<file path="config.mk">
export PLATFORM = sky130hd
export DESIGN_NAME = polar64_crc16_decoder_flat
export DESIGN_NICKNAME = d
export VERILOG_FILES = /design/src/rtl/polar64_crc16_decoder_if.sv /design/src/rtl/polar64_crc16_decoder.sv /design/src/flat_wrapper.sv
export SDC_FILE = /design/constraint.sdc
export NUM_CORES = 1
export LEC_CHECK = 0
export ABC_AREA = 1
export CORE_MARGIN = 3
export CORE_UTILIZATION = 58
export DETAILED_ROUTE_END_ITERATION = 10
export PLACE_DENSITY = 0.87
export SETUP_SLACK_MARGIN = 0.05
export SYNTH_ARGS = -nofsm -noshare
export SYNTH_HDL_FRONTEND = slang
export SYNTH_SLANG_ARGS = --single-unit
</file>
<file path="constraint.sdc">
create_clock -name clk -period 3 [get_ports clk]
set_input_delay 0.6 -clock clk [delete_from_list [all_inputs] [get_ports clk]]
set_output_delay 0.6 -clock clk [all_outputs]
set_load 0.01 [all_outputs]
</file>
<file path="src/rtl/polar64_crc16_decoder_if.sv">
// polar64_crc16_decoder_if: start/codeword request and payload/flag result bundle
interface polar64_crc16_decoder_if;
   logic        start;
   logic [63:0] codeword_in;
   logic        busy;
   logic        done;
   logic [23:0] data_out;
   logic        crc_ok;
   logic        frozen_err;
   modport master (output start, codeword_in, input busy, done, data_out, crc_ok, frozen_err);
   modport slave (input start, codeword_in, output busy, done, data_out, crc_ok, frozen_err);
endinterface

</file>
<file path="src/rtl/polar64_crc16_decoder.sv">
// polar64_crc16_decoder: hard-decision polar (64,40) inverse transform + CRC-16-CCITT check.
// Define POLAR_DEC_FROZEN_CHECK_EN to compute frozen_err; otherwise it is tied to 0.
module polar64_crc16_decoder (
   input logic clk,
   input logic rst_n,
   polar64_crc16_decoder_if.slave bus
);
   typedef enum logic [1:0] {IDLE, XFORM, CRC, FIN} state_t;
   // Info set: index weight >= 4 plus weight-3 indices except 7 and 11; ascending index carries {payload, crc} MSB first
   localparam logic [63:0] INFO = 64'hFFFE_FEE8_FEE8_E000;
   state_t state, state_next;
   logic [2:0] cnt;
   logic [63:0] v, v_next;
   logic [39:0] m;
   logic [23:0] pay;
   logic [15:0] rx_crc, calc;
   logic [7:0] byte_sel;
   logic load, xf, xf_last, crc_step, fin, frz;
   logic busy, done, crc_ok, frozen_err;
   logic [23:0] data_out;
   function automatic logic [15:0] crc_byte(input logic [15:0] c, input logic [7:0] d);
      logic [15:0] r;
      r = c;
      for (int k = 7; k >= 0; k--) r = (r[15] ^ d[k]) ? {r[14:0], 1'b0} ^ 16'h1021 : {r[14:0], 1'b0};
      return r;
   endfunction
   always_ff @(posedge clk or negedge rst_n)
      if (!rst_n) state <= IDLE;
      else state <= state_next;
   always_comb
      state_next = state == IDLE  ? (bus.start ? XFORM : IDLE) :
                   state == XFORM ? (cnt == 3'd5 ? CRC : XFORM) :
                   state == CRC   ? (cnt == 3'd2 ? FIN : CRC) : IDLE;
   always_comb begin
      load     = state == IDLE && bus.start;
      xf       = state == XFORM;
      xf_last  = xf && cnt == 3'd5;
      crc_step = state == CRC;
      fin      = state == FIN;
   end
   always_comb begin
      logic [5:0] p, j;
      v_next = v;
      for (int i = 0; i < 64; i++) begin
         p = 6'(i);
         j = p | (6'd1 << cnt);
         v_next[p] = p[cnt] ? v[p] : v[p] ^ v[j];
      end
   end
   always_comb begin
      logic [5:0] k;
      m = '0;
      k = '0;
      for (int i = 0; i < 64; i++)
         if (INFO[6'(i)]) begin
            m[6'd39 - k] = v_next[6'(i)];
            k = k + 6'd1;
         end
   end
   assign byte_sel = cnt == 3'd0 ? pay[23:16] : cnt == 3'd1 ? pay[15:8] : pay[7:0];
`ifdef POLAR_DEC_FROZEN_CHECK_EN
   assign frz = |(v & ~INFO);
`else
   assign frz = 1'b0;
`endif
   always_ff @(posedge clk or negedge rst_n)
      if (!rst_n) begin
         cnt        <= '0;
         v          <= '0;
         pay        <= '0;
         rx_crc     <= '0;
         calc       <= '0;
         busy       <= 1'b0;
         done       <= 1'b0;
         data_out   <= '0;
         crc_ok     <= 1'b0;
         frozen_err <= 1'b0;
      end else begin
         done <= fin;
         if (load) begin
            v    <= bus.codeword_in;
            cnt  <= '0;
            busy <= 1'b1;
         end
         if (xf) begin
            v   <= v_next;
            cnt <= xf_last ? 3'd0 : cnt + 3'd1;
         end
         if (xf_last) begin
            pay    <= m[39:16];
            rx_crc <= m[15:0];
            calc   <= 16'hFFFF;
         end
         if (crc_step) begin
            calc <= crc_byte(calc, byte_sel);
            cnt  <= cnt + 3'd1;
         end
         if (fin) begin
            busy       <= 1'b0;
            data_out   <= pay;
            crc_ok     <= calc == rx_crc;
            frozen_err <= frz;
         end
      end
   assign bus.busy       = busy;
   assign bus.done       = done;
   assign bus.data_out   = data_out;
   assign bus.crc_ok     = crc_ok;
   assign bus.frozen_err = frozen_err;
endmodule

</file>
<file path="src/flat_wrapper.sv">
// flat-port wrapper written by rule: the top's interface ports become plain ports
module polar64_crc16_decoder_flat 
  (clk, rst_n, bus_start, bus_codeword_in, bus_busy, bus_done, bus_data_out, bus_crc_ok, bus_frozen_err);
  polar64_crc16_decoder_if bus_i ();
  input logic clk;
  input logic rst_n;
  input wire logic [$bits(bus_i.start)-1:0] bus_start;
  input wire logic [$bits(bus_i.codeword_in)-1:0] bus_codeword_in;
  output wire logic [$bits(bus_i.busy)-1:0] bus_busy;
  output wire logic [$bits(bus_i.done)-1:0] bus_done;
  output wire logic [$bits(bus_i.data_out)-1:0] bus_data_out;
  output wire logic [$bits(bus_i.crc_ok)-1:0] bus_crc_ok;
  output wire logic [$bits(bus_i.frozen_err)-1:0] bus_frozen_err;
  assign bus_i.start = bus_start;
  assign bus_i.codeword_in = bus_codeword_in;
  assign bus_busy = bus_i.busy;
  assign bus_done = bus_i.done;
  assign bus_data_out = bus_i.data_out;
  assign bus_crc_ok = bus_i.crc_ok;
  assign bus_frozen_err = bus_i.frozen_err;
  polar64_crc16_decoder u_core (.clk(clk), .rst_n(rst_n), .bus(bus_i));
endmodule
</file>
* Word level (Yosys, flattened, before mapping)
Memories as Yosys holds them, arrays and structs flattened.
Cells that the tools add are included.
** Cells by class
- Bitwise operators :: 79
- Shifts and indexed selects :: 1
- Order comparisons :: 64
- Reductions and logical operators :: 59
- Add/sub/neg operators :: 1
- Equal/unequal tests :: 56
- Mux-type cells :: 280
** Operators with widths (number)
- $lt 6x7->1 const B :: 63
- $mux 1 :: 201
- $mux 64 :: 2
- $mux 13 :: 8
- $ne 2x2->1 const B :: 50
- $reduce_and 2->1 :: 50
- $xor 1x1->1 :: 71
- $bmux 1 s3 :: 20
- $bmux 1 s4 :: 15
- $mux 16 :: 2
- $bmux 1 s2 :: 15
- $bmux 1 s5 :: 6
- $not 3->3 :: 8
- $logic_not 16->1 :: 1
- $mux 8 :: 2
- $mux 3 :: 4
- $mux 2 :: 4
- $bmux 1 s6 :: 1
- $reduce_bool 2->1 :: 3
- $shl 1x3->6 const A :: 1
- $eq 2x2->1 const B :: 2
- $lt 3x4->1 const B :: 1
- $add 3x1->3 const B :: 1
- $eq 3x1->1 const B :: 1
- 7 further kinds :: 8
** Word-level totals
- Bits in read-only memories :: 512
- Logic and storage cells :: 663
- Memories kept :: 64
- Output and inout port bits :: 28
- Flip-flop bits (word level) :: 116
** Memories
- (no name shown) :: depth 8, bits a word 1, rd ports 1, clocked after Yosys merged registers in 0, wr ports 0, line polar64_crc16_decoder.sv:47 : v_next[p] = p[cnt] ? v[p] : v[p] ^ v[j];
- (no name shown) :: depth 8, bits a word 1, rd ports 1, clocked after Yosys merged registers in 0, wr ports 0, line polar64_crc16_decoder.sv:47
- (no name shown) :: depth 8, bits a word 1, rd ports 1, clocked after Yosys merged registers in 0, wr ports 0, line polar64_crc16_decoder.sv:47
- (no name shown) :: depth 8, bits a word 1, rd ports 1, clocked after Yosys merged registers in 0, wr ports 0, line polar64_crc16_decoder.sv:47
- (no name shown) :: depth 8, bits a word 1, rd ports 1, clocked after Yosys merged registers in 0, wr ports 0, line polar64_crc16_decoder.sv:47
- (no name shown) :: depth 8, bits a word 1, rd ports 1, clocked after Yosys merged registers in 0, wr ports 0, line polar64_crc16_decoder.sv:47
- 58 more memories

* Longest topological paths before layout
Gate-level depths: netlist of the first run.
- Word-level depth :: 20
- Mapped depth :: 15

* Least setup slack after synthesis of the first run
Ideal clock, no wire load.
- Path type :: flip-flop to flip-flop
- Start point :: register u_core.cnt[2]
- End point :: register u_core.pay[20]
- Cell stages (with the launch flop) :: 12
- Data required time :: 2883 ps
- Arrival :: 1943 ps
- Period minus slack after synthesis :: 2059 ps
- Library setup time :: 117 ps
- Slack :: 941 ps
- Buffers on the path :: 2
- Path through :: dfrtp_1 inv_2 buf_2 ha_1 clkbuf_1 inv_1 o211ai_1 nand3_1 nand3_1 nand2_1 nand2_1 nand2_1
** On the way
- Word-level cells in the longest chain between the ends :: 5
** RTL lines
- start, declared :: line polar64_crc16_decoder.sv:12 : logic [2:0] cnt;
- start signal, assigned :: line polar64_crc16_decoder.sv:87 : cnt <= xf_last ? 3'd0 : cnt + 3'd1;
- start signal, assigned :: line polar64_crc16_decoder.sv:96 : cnt <= cnt + 3'd1;
- $shl 1x3->6 :: line polar64_crc16_decoder.sv:46 : j = p | (6'd1 << cnt);
- $bmux 1 s3 :: line polar64_crc16_decoder.sv:47
- $mux 1 (not written as such) :: line polar64_crc16_decoder.sv:47
- $xor 1x1->1 :: line polar64_crc16_decoder.sv:47
- $mux 1 :: line polar64_crc16_decoder.sv:47
- end signal, assigned :: line polar64_crc16_decoder.sv:90 : pay <= m[39:16];
- end, declared :: line polar64_crc16_decoder.sv:15 : logic [23:0] pay;
Several ways; a longest one is shown, not always the timed one. The select of a mux whose other input is x is not followed.
A chain may end at the register's enable or synchronous reset.

* Worst setup path in the final report of the first run
- Start point :: register u_core.cnt[1]
- End point :: register u_core.calc[13]
** On the way
- Word-level cells in the longest chain between the ends :: 8
** RTL lines
- $eq 3x1->1 :: line polar64_crc16_decoder.sv:60 : assign byte_sel = cnt == 3'd0 ? pay[23:16] : cnt == 3'd1 ? pay[15:8] : pay[7:0];
- $mux 8 (2 in series) :: line polar64_crc16_decoder.sv:60
- $xor 1x1->1 :: line polar64_crc16_decoder.sv:24 : for (int k = 7; k >= 0; k--) r = (r[15] ^ d[k]) ? {r[14:0], 1'b0} ^ 16'h1021 : {r[14:0], 1'b0};
- $mux 13 :: line polar64_crc16_decoder.sv:24
- $xor 1x1->1 :: line polar64_crc16_decoder.sv:24
- $mux 13 :: line polar64_crc16_decoder.sv:24
- $mux 16 :: line polar64_crc16_decoder.sv:94 : if (crc_step) begin
- end signal, assigned :: line polar64_crc16_decoder.sv:95 : calc <= crc_byte(calc, byte_sel);
- end, declared :: line polar64_crc16_decoder.sv:16 : logic [15:0] rx_crc, calc;
Several ways; a longest one is shown, not always the timed one.

==> metrics.cfg, run 1 <==
[place]
post-place-ws_ps=525
place.gp.congestion=0.956
dp_hpwl_mm=10.5
io_buffers=47
placed_cell_area_sq_mm=0.00588
dp_cells=929

[finish]
fin_cells=945
final_cell_area_sq_mm=0.00611
layout-drive-gt1-share_pct=7.17
utilization_pct=69.0
nNetsFinal=913
antenna_cells=0
fillerInstances=752
syn_to_final_growth_pct=13.7

[global_routing]
overflow=0
grt_max_degree=81
antenna_found_initial=0
grt_use_total_pct=28.6
grt_first_pass_wirelength_mm=23.7
grt_pass1_vias=4891

[detailed_routing]
ant_nets=0
avgViaCountPerCell=5.68
vias=5371
drtPass1Iterations=5
drt_iter0_drc=601
detail_route.wl_per_cell_um=15.4
route.detailed.drc=0
wirelength_mm=14.6

[floorplanning]
die_w_um=102
dieArea_sq_mm=0.0105
io_pins=95
core_sq_mm=0.00885
die_h_um=102
initial_core_util_pct=60.7
fp-row-count=34

[timing]
finalMaxSlewViolations=0
fmax_ghz=0.398
fin_crit_sh_pct=83.8
tns_ps=0
period_needed_ps=2510
worst_slew_pin_slew_ps=1030
setup_violations=0
final_hold_viol_count=0
relSlewSlack_pct=31.2
setup_slack_ps=486
fin_skew_ps=11.9
rsz0062_at_grt=no
whs_ps=381

[clocking]
cts_sinks=80
cts_inserted_buffers=9
cts_tree=done
cts_buffer_depth=2
cts_setup_buffers=0
post_cts_resized=0
clkLatencyLatePin_ps=360
clock-root-buffer=clkbuf_8
holdBufCountCts=0
clk_pin_slew_ps=100
ctsHtreeMaxLevel=3

[setup_path]
cpMaxStageDelayCell=dfrtp_1
end_kind=flip-flop
reg2reg_slack_ps=490
rr_worst_depth=13
critical_path_class=reg2reg
critPathMaxStageDelay_ps=470
r2r_end=u_core.calc[13]$_DFFE_PN0P_
cp_cell_sequence=inv_1 > ha_1 > inv_2 > nor2_4 > nand2_1 > nand2_1 > nand2_1 > nand2_2 > nand2_1 > nand3_1 > nand2_1 > nor2_1 > nor2_1
required_ps=3260
r2r-start=u_core.cnt[1]$_DFFE_PN0P_
arrival_ps=2770
start_kind=flip-flop
cp_common_cell=nand2_1
crit_fanout=12

[power]
power_switching_mw=3.16
p_sw_share_pct=49.5
total_power_mw=6.37
power_frac_clock_pct=15.0
irDropWorstVdd_mv=0.412
power_density_mw_per_mm2=1040
p_seq_share_pct=29.4
p_int_mw=3.22
share_comb_of_total_power_pct=55.7
p_leak_nw=3.19

[synthesis]
synth.top_cell.area_share_pct=37.3
synth.most_common_cell=nand2_1
synth_area_sq_mm=0.00537
synth-seq-cells=80
yosys.area.top_type=dfrtp_1
synth.distinct_cells=42
syn_inst=785
synthArstFlopShare_pct=100
synthTopCellsByCount=nand2_1, inv_1, nand3_1
avgSynthCellArea_sq_um=6.85
synth_top_cells_by_area=dfrtp_1, nand2_1, nand3_1, inv_1, o21ai_0
yosysWarnings=0
synth_edf_count=0
synthFlopType=dfrtp_1
synth.yosys.seq_area_share_pct=37.3

[status]
status=finished clean

[job]
max-cap-violations=0

[worst_hold_path]
min_path_type=in2async

-- how the worst max path moves through the flow --
stage | startpoint | to | slack (ps) | cells past startpoint
after global routing | u_core.cnt[1]$_DFFE_PN0P_ | u_core.calc[12]$_DFFE_PN0P_ | 300 | 13
after detailed placement | u_core.cnt[1]$_DFFE_PN0P_ | u_core.calc[13]$_DFFE_PN0P_ | 520 | 13
after floorplan | u_core.cnt[2]$_DFFE_PN0P_ | u_core.pay[20]$_DFFE_PN0P_ | 940 | 11
after global placement | u_core.cnt[1]$_DFFE_PN0P_ | u_core.calc[12]$_DFFE_PN0P_ | 590 | 13
after CTS | u_core.cnt[1]$_DFFE_PN0P_ | u_core.calc[13]$_DFFE_PN0P_ | 480 | 13
final | u_core.cnt[1]$_DFFE_PN0P_ | u_core.calc[13]$_DFFE_PN0P_ | 490 | 13
-- critical path: cells and delay by family, from the launching register on --
kind / cells / cell delay [ps]
DFF: 1 / 470
buffers and inverters: 2 / 290
and+or+nand+nor: 10 / 1220
adders and majority gates: 1 / 420
-- registers in the layout, summed over array words and instances, names as in the netlist, named ones only --
signal,cells
u_core.v,28
u_core.calc,16
u_core.bus.data_out,14
u_core.pay,14
u_core.cnt,3
u_core.bus.busy,1
u_core.bus.crc_ok,1
u_core.bus.done,1
u_core.state,1
-- cell usage in the layout (no fill, tap or decap), drive strengths merged, types with 5 or more instances in the layout --
master,synthesis,layout
conb,1,11
o21ai,51,51
o211ai,11,11
o22ai,5,5
xor2,10,10
nand3,87,87
ha,14,14
buf,27,15
nor2,51,51
clkbuf,8,9
inv,88,93
a21oi,22,22
dfrtp,80,80
clkdlybuf4s50,0,46
nand2,306,306
nand4,5,5
-- power groups by stage --
stage | clock [mW] | combinational, mW | sequential, mW
2_1_floorplan | 0 | 2.62 | 1.79
3_3_place_gp | 0 | 3.33 | 1.84
3_5_place_dp | 0 | 3.45 | 1.87
4_1_cts | 0.966 | 3.49 | 1.85
5_1_grt | 1.00 | 3.97 | 1.92
6_report | 0.953 | 3.55 | 1.87
-- area by class of cell --
| class | count | area [sq um] | area share (%) |
|---|---|---|---|
| multi-input combinational | 590 | 2830 | 46.3 |
| sequential | 80 | 2000 | 32.8 |
| timing repair buffer | 61 | 573 | 9.38 |
| inverter | 90 | 343 | 5.61 |
| tap | 108 | 135 | 2.21 |
| clock buffer | 9 | 124 | 2.03 |
| clock inverter | 7 | 106 | 1.74 |
-- layer usage --
| metal | up-vias | share of wire (%) | wire, um | global-route usage [%] |
|---|---|---|---|---|
| met3 | 22 | 8.5 | 1230 | 3.21 |
| met4 | 0 | 1.7 | 251 | 8.38 |
| met2 | 277 | 46 | 6680 | 45.4 |
| li1 | 2563 | - | - | - |
| met5 | - | 0 | 0 | 0 |
| met1 | 2509 | 44 | 6390 | 41.4 |
-- cell families after synthesis --
| group | synth area share (%) |
|---|---|
| AND/OR/NAND/NOR | 36.2 |
| buffers and inverters | 10.9 |
| AO/OA/AOI/OAI | 10.1 |
| flip-flops | 37.3 |
| adder cells (fa/ha/maj) | 3.26 |
| XOR/XNOR | 2.26 |
| other | 0.0698 |
No activity file was read; power rests on OpenSTA's default activity.
==> run 2, diff against run 1 <==
CORE_UTILIZATION = 49   (was 58)
PLACE_DENSITY = 0.78   (was 0.87)
clock period = 2.1 ns   (was 3 ns; I/O delays follow)
==> metrics.cfg, run 2 (synthesis results as in run 1) <==
[status]
status=finished clean

[worst_hold_path]
min_path_type=in2async

[finish]
final_cell_mix=nand2_1, inv_1, nand3_1, dfrtp_1, clkdlybuf4s50_1
nNetsFinal=939  ; +2.8%
utilization_pct=61.5  ; -7.5 points
antenna_cells=0  ; unchanged
largest_reg_flops=28  ; unchanged
top_register=u_core.v
syn_to_final_growth_pct=20.2
layout-drive-gt1-share_pct=13.0  ; +5.8 points
fin_cells=999  ; +5.7%
reg_top3=u_core.v (28), u_core.calc (16)
final_common_cell=nand2_1

[setup_path]
start_kind=flip-flop
critPathTopFamily=simple AND/OR/NAND/NOR gates
critPathMaxStageDelay_ps=470  ; about the same
arrival_ps=2230  ; -540 ps
critical_path_class=reg2reg
end_kind=flip-flop
cpMaxStageDelayCell=dfrtp_2
required_ps=2360  ; -900 ps
cp_common_cell=nand2_1
crit_fanout=7  ; -5
cp_num_buf_inv=3  ; +1
cp_cell_sequence=inv_2 > ha_4 > inv_2 > nor2_4 > buf_4 > nand2_1 > nand2_1 > o21bai_1 > nor2_1 > nand3_1 > nand3_1 > nand2_1

[timing]
rsz0062_at_grt=yes
finalMaxSlewViolations=0  ; unchanged
fin_crit_sh_pct=93.8  ; +9.9 points
fmax_ghz=0.508  ; +28%
final_hold_viol_count=0  ; unchanged
setup_violations=0  ; unchanged
fin_skew_ps=9.22  ; -2.70 ps
period_needed_ps=1970  ; -545 ps

[detailed_routing]
wirelength_mm=14.6  ; +0.61%
wl_met1_mm=6.52  ; +2.1%
vias=5355  ; -0.30%
route.detailed.drc=0  ; unchanged
detail_route.wl_per_cell_um=14.7  ; -4.8%
avgViaCountPerCell=5.36  ; -5.7%
highest_layer=met4
drt_iter0_drc=536  ; -11%
drtPass1Iterations=5  ; unchanged
ant_nets=0  ; unchanged
met2_length_mm=6.49  ; -2.9%
wl_met3_mm=1.24  ; +0.73%

[job]
max-cap-violations=0  ; unchanged

[clocking]
clock-root-buffer=clkbuf_8
clkLatencyLatePin_ps=370  ; about the same
clk_pin_slew_ps=80  ; -20 ps
cts_inserted_buffers=9  ; unchanged
cts_tree=done
holdBufCountCts=0  ; unchanged
cts_sinks=80  ; unchanged
cts_buffer_depth=2  ; unchanged
ctsHtreeMaxLevel=3  ; unchanged

[place]
io_buffers=47  ; unchanged
place.gp.congestion=0.974  ; +1.9%
dp_cells=977  ; +5.2%
dp_hpwl_mm=10.6  ; +0.86%

[floorplanning]
fp-row-count=37  ; +8.8%
dieArea_sq_mm=0.0123  ; +17%
initial_core_util_pct=51.1  ; -9.6 points
die_w_um=111  ; +8.3%
io_pins=95  ; unchanged
die_h_um=111  ; +8.3%
core_sq_mm=0.0105  ; +19%

[power]
total_power_mw=9.47  ; +49%
power_density_mw_per_mm2=1470  ; +41%
p_leak_nw=3.34  ; +4.5%
irDropWorstVdd_mv=0.561  ; +36%

[global_routing]
grt_first_pass_wirelength_mm=23.7  ; unchanged
grt_use_total_pct=23.6  ; -5.0 points
grt_max_degree=38  ; -53%
overflow=0  ; unchanged
grt_pass1_vias=4894  ; +0.061%
antenna_found_initial=0  ; unchanged

run 2: cell count changes in the layout (fill, tap and decap cells not counted), moves of 3 or more:
cell,previous run,this run
buf_4,15,37
nand2_2,9,17
nand2_1,295,288
nand3_1,84,79
nand3_2,3,8
ha_1,14,10
inv_1,85,81
ha_4,0,3
inv_2,3,6
inv_6,4,1
run 2: area by class of cell:
type	count	area, sq um
inverter	90	345
clock inverter	5	63.8
clock buffer	11	151
fill	932	4050
tap	136	170
multi-input combinational	591	2940
sequential	80	2000
timing repair buffer	86	790
run 2: path summary, 6_finish.rpt:
kind | startpoint | end | slack (ps) | cells past startpoint
setup reg to reg | u_core.cnt[0]$_DFFE_PN0P_ | u_core.pay[15]$_DFFE_PN0P_ | 130 | 12
hold / removal | rst_n | u_core.bus.data_out[22]$_DFFE_PN0P_ | 7 | 1
min in group clk | u_core.bus.data_out[11]$_DFFE_PN0P_ | u_core.bus.data_out[11]$_DFFE_PN0P_ | 470 | 2
hold reg to reg | u_core.bus.data_out[11]$_DFFE_PN0P_ | u_core.bus.data_out[11]$_DFFE_PN0P_ | 470 | 2
max in group asynchronous | rst_n | u_core.pay[16]$_DFFE_PN0P_ | 1510 | 2
setup / recovery | u_core.cnt[0]$_DFFE_PN0P_ | u_core.pay[15]$_DFFE_PN0P_ | 130 | 12
run 2: timing repair:
item	4_1_cts	5_1_grt
pin swaps	0	5
buffers inserted	0	5
setup endpoints to repair	22	45
gates resized for setup	3	29
cloned	0	1
run 2: worst reg2reg max path: stages, from the launching register on:
cell,delay (ps)
dfrtp_2,470
inv_2,100
ha_4,200
inv_2,70
nor2_4,120
buf_4,190
nand2_1,110
nand2_1,90
o21bai_1,60
nor2_1,150
nand3_1,120
nand3_1,130
nand2_1,60
run 2: power breakdown:
part / switching, mW / total [mW] / internal [mW]
registers: 0.556 / 2.68 / 2.13
logic: 3.39 / 5.55 / 2.15
clock network: 0.619 / 1.24 / 0.623
run 2: per-layer routing:
metal | up-vias | track usage (%)
met5 | - | 0
met4 | 0 | 9.36
met3 | 35 | 4.86
met2 | 251 | 36.0
met1 | 2450 | 33.1
li1 | 2619 | -
run 2: through the flow:
step           setup TNS [ps]  area [sq um]  hold slack, ps  worst slack [ps]
3_3_place_gp                0          6090             417              23.6
5_1_grt                     0          6460            39.9              38.8
3_5_place_dp            -80.1          6090             416             -40.1
6_report                    0          6460            6.90               131
4_1_cts                     0          6320            17.5              45.9
2_1_floorplan               0          5410             124               162
==> run 3, diff against run 2 <==
CTS_CLUSTER_DIAMETER = 80   (was not set)
PLACE_DENSITY = 0.82   (was 0.78)
==> metrics.cfg, run 3 (synthesis results as in run 1) <==
[global_routing]
overflow=0  ; unchanged
grt_pass1_vias=5083  ; +3.9%
antenna_found_initial=0  ; unchanged
grt_max_degree=54  ; +42%
grt_use_total_pct=24.2  ; +0.51 points
grt_first_pass_wirelength_mm=24.4  ; +3.1%

[worst_hold_path]
hold_end=u_core.bus.data_out[20]$_DFFE_PN0P_
worstHoldStart=u_core.bus.data_out[20]$_DFFE_PN0P_
min_path_cells=2
min_path_type=reg2reg

[timing]
setup_slack_ps=71.1  ; -59.9 ps
relSlewSlack_pct=66.0
rsz0062_at_grt=yes
fmax_ghz=0.493  ; -3.0%
finalMaxSlewViolations=0  ; unchanged
worst_slew_pin_slew_ps=510
setup_violations=0  ; unchanged
fin_crit_sh_pct=96.6  ; +2.9 points
fin_skew_ps=12.3  ; +3.03 ps
period_needed_ps=2030  ; +59.9 ps
final_hold_viol_count=0  ; unchanged

[finish]
syn_to_final_growth_pct=21.9
fin_cells=1005  ; +0.60%
top_register=u_core.v
nNetsFinal=945  ; +0.64%
final_cell_mix=nand2_1, inv_1, dfrtp_1
final_common_cell=nand2_1
largest_reg_flops=28  ; unchanged
layout-drive-gt1-share_pct=14.6  ; +1.6 points
antenna_cells=0  ; unchanged
final_cell_area_sq_mm=0.00655  ; +1.4%
reg_top3=u_core.v (28), u_core.calc (16)
utilization_pct=62.4  ; +0.87 points
fillerInstances=904  ; -3.0%
multi_input_area_sq_mm=0.00299  ; +1.7%
regArea_sq_mm=0.00200  ; about the same

[setup_path]
reg2reg_slack_ps=70  ; -60 ps
r2r-start=u_core.cnt[0]$_DFFE_PN0P_
required_ps=2410  ; +50 ps
arrival_ps=2340  ; +110 ps
crit_fanout=7  ; unchanged
worstSetupStartpoint=u_core.cnt[0]$_DFFE_PN0P_
critical_path_class=reg2reg
start_kind=flip-flop
cp_num_buf_inv=4  ; +1
cp_common_cell=buf_4
critPathTopFamily=simple AND/OR/NAND/NOR gates
cp_cell_sequence=inv_2 > ha_4 > buf_4 > buf_4 > nor2_8 > nand3_4 > nand2_1 > nand2_2 > nand2_2 > buf_4 > nand3_1 > nand2_1 > nor2_1 > nor2_1
end_kind=flip-flop
rr_worst_depth=14  ; +2
critPathMaxStageDelay_ps=400  ; -70 ps
cpMaxStageDelayCell=dfrtp_1
r2r_end=u_core.calc[5]$_DFFE_PN0P_

[floorplanning]
dieArea_sq_mm=0.0123  ; unchanged
die_w_um=111  ; unchanged
io_pins=95  ; unchanged
core_sq_mm=0.0105  ; unchanged
fp-row-count=37  ; unchanged
die_h_um=111  ; unchanged
initial_core_util_pct=51.1  ; unchanged

[power]
irDropWorstVdd_mv=0.606  ; +7.9%
total_power_mw=9.70  ; +2.4%
p_leak_nw=3.37  ; +1.0%
power_density_mw_per_mm2=1480  ; +0.96%

[clocking]
cts_sinks=80  ; unchanged
ctsHtreeMaxLevel=3  ; unchanged
clock-root-buffer=clkbuf_8
cts_tree=done
clk_pin_slew_ps=100  ; +20 ps
clkLatencyLatePin_ps=370  ; about the same
cts_buffer_depth=2  ; unchanged
cts_inserted_buffers=9  ; unchanged

[detailed_routing]
wirelength_mm=14.9  ; +1.7%
detail_route.wl_per_cell_um=14.8  ; +1.1%
drt_iter0_drc=678  ; +26%
drtPass1Iterations=5  ; unchanged
ant_nets=0  ; unchanged
vias=5411  ; +1.0%
route.detailed.drc=0  ; unchanged
avgViaCountPerCell=5.38  ; +0.44%

[place]
placed_cell_area_sq_mm=0.00611  ; +0.37%
place.gp.congestion=0.943  ; -3.2%
dp_hpwl_mm=10.6  ; -0.66%
io_buffers=47  ; unchanged
dp_cells=980  ; +0.31%
post-place-ws_ps=-11.2  ; +28.9 ps

[job]
max-cap-violations=0  ; unchanged

[status]
status=finished clean

[run 3: worst min-delay path: stages, from the launching register on]
cell and delay, ps:
dfrtp_1 350, nand2_1 50, nand2_1 50
[run 3: report_power, final]
part / total (mW) / leakage, nW / internal [mW] / switching, mW
clock network: 1.25 / 0.104 / 0.577 / 0.672
registers: 2.68 / 0.970 / 2.12 / 0.561
logic: 5.76 / 2.30 / 2.27 / 3.50
[run 3: metal layers]
metal	wire (um)	GRT usage, %
met1	6790	34.6
met2	6740	37.3
met5	0	0
met3	957	3.17
met4	415	9.11
[run 3: worst max path at each step]
stage / slack, ps / cells after the start / endpoint
2_1_floorplan: 160 / 11 / u_core.pay[20]$_DFFE_PN0P_
3_3_place_gp: 30 / 14 / u_core.calc[6]$_DFFE_PN0P_
3_5_place_dp: -10 / 14 / u_core.calc[6]$_DFFE_PN0P_
4_1_cts: 50 / 14 / u_core.calc[13]$_DFFE_PN0P_
5_1_grt: -60 / 12 / u_core.v[26]$_DFFE_PN0P_
6_report: 70 / 14 / u_core.calc[5]$_DFFE_PN0P_
[run 3: metrics by stage]
stage          hold WS, ps  TNS [ps]
2_1_floorplan          124         0
4_1_cts                481         0
3_3_place_gp           366         0
6_report               478         0
5_1_grt                518      -104
3_5_place_dp           370     -16.3
[run 3: what timing repair did]
action	4_1_cts	5_1_grt
setup buffers	2	5
pin swaps	1	7
setup endpoints to repair	11	43
cloned	0	1
resized for setup	6	38
endpoints found under the hold margin	27	0
hold buffers	1	0
[run 3: cell type report]
type,count,share of cell area (%)
Multi-Input combinational cell,591,45.6
Tap cell,136,2.60
Clock inverter,7,1.32
Clock buffer,9,1.89
Timing Repair Buffer,92,12.8
Inverter,90,5.27
Sequential cell,80,30.6
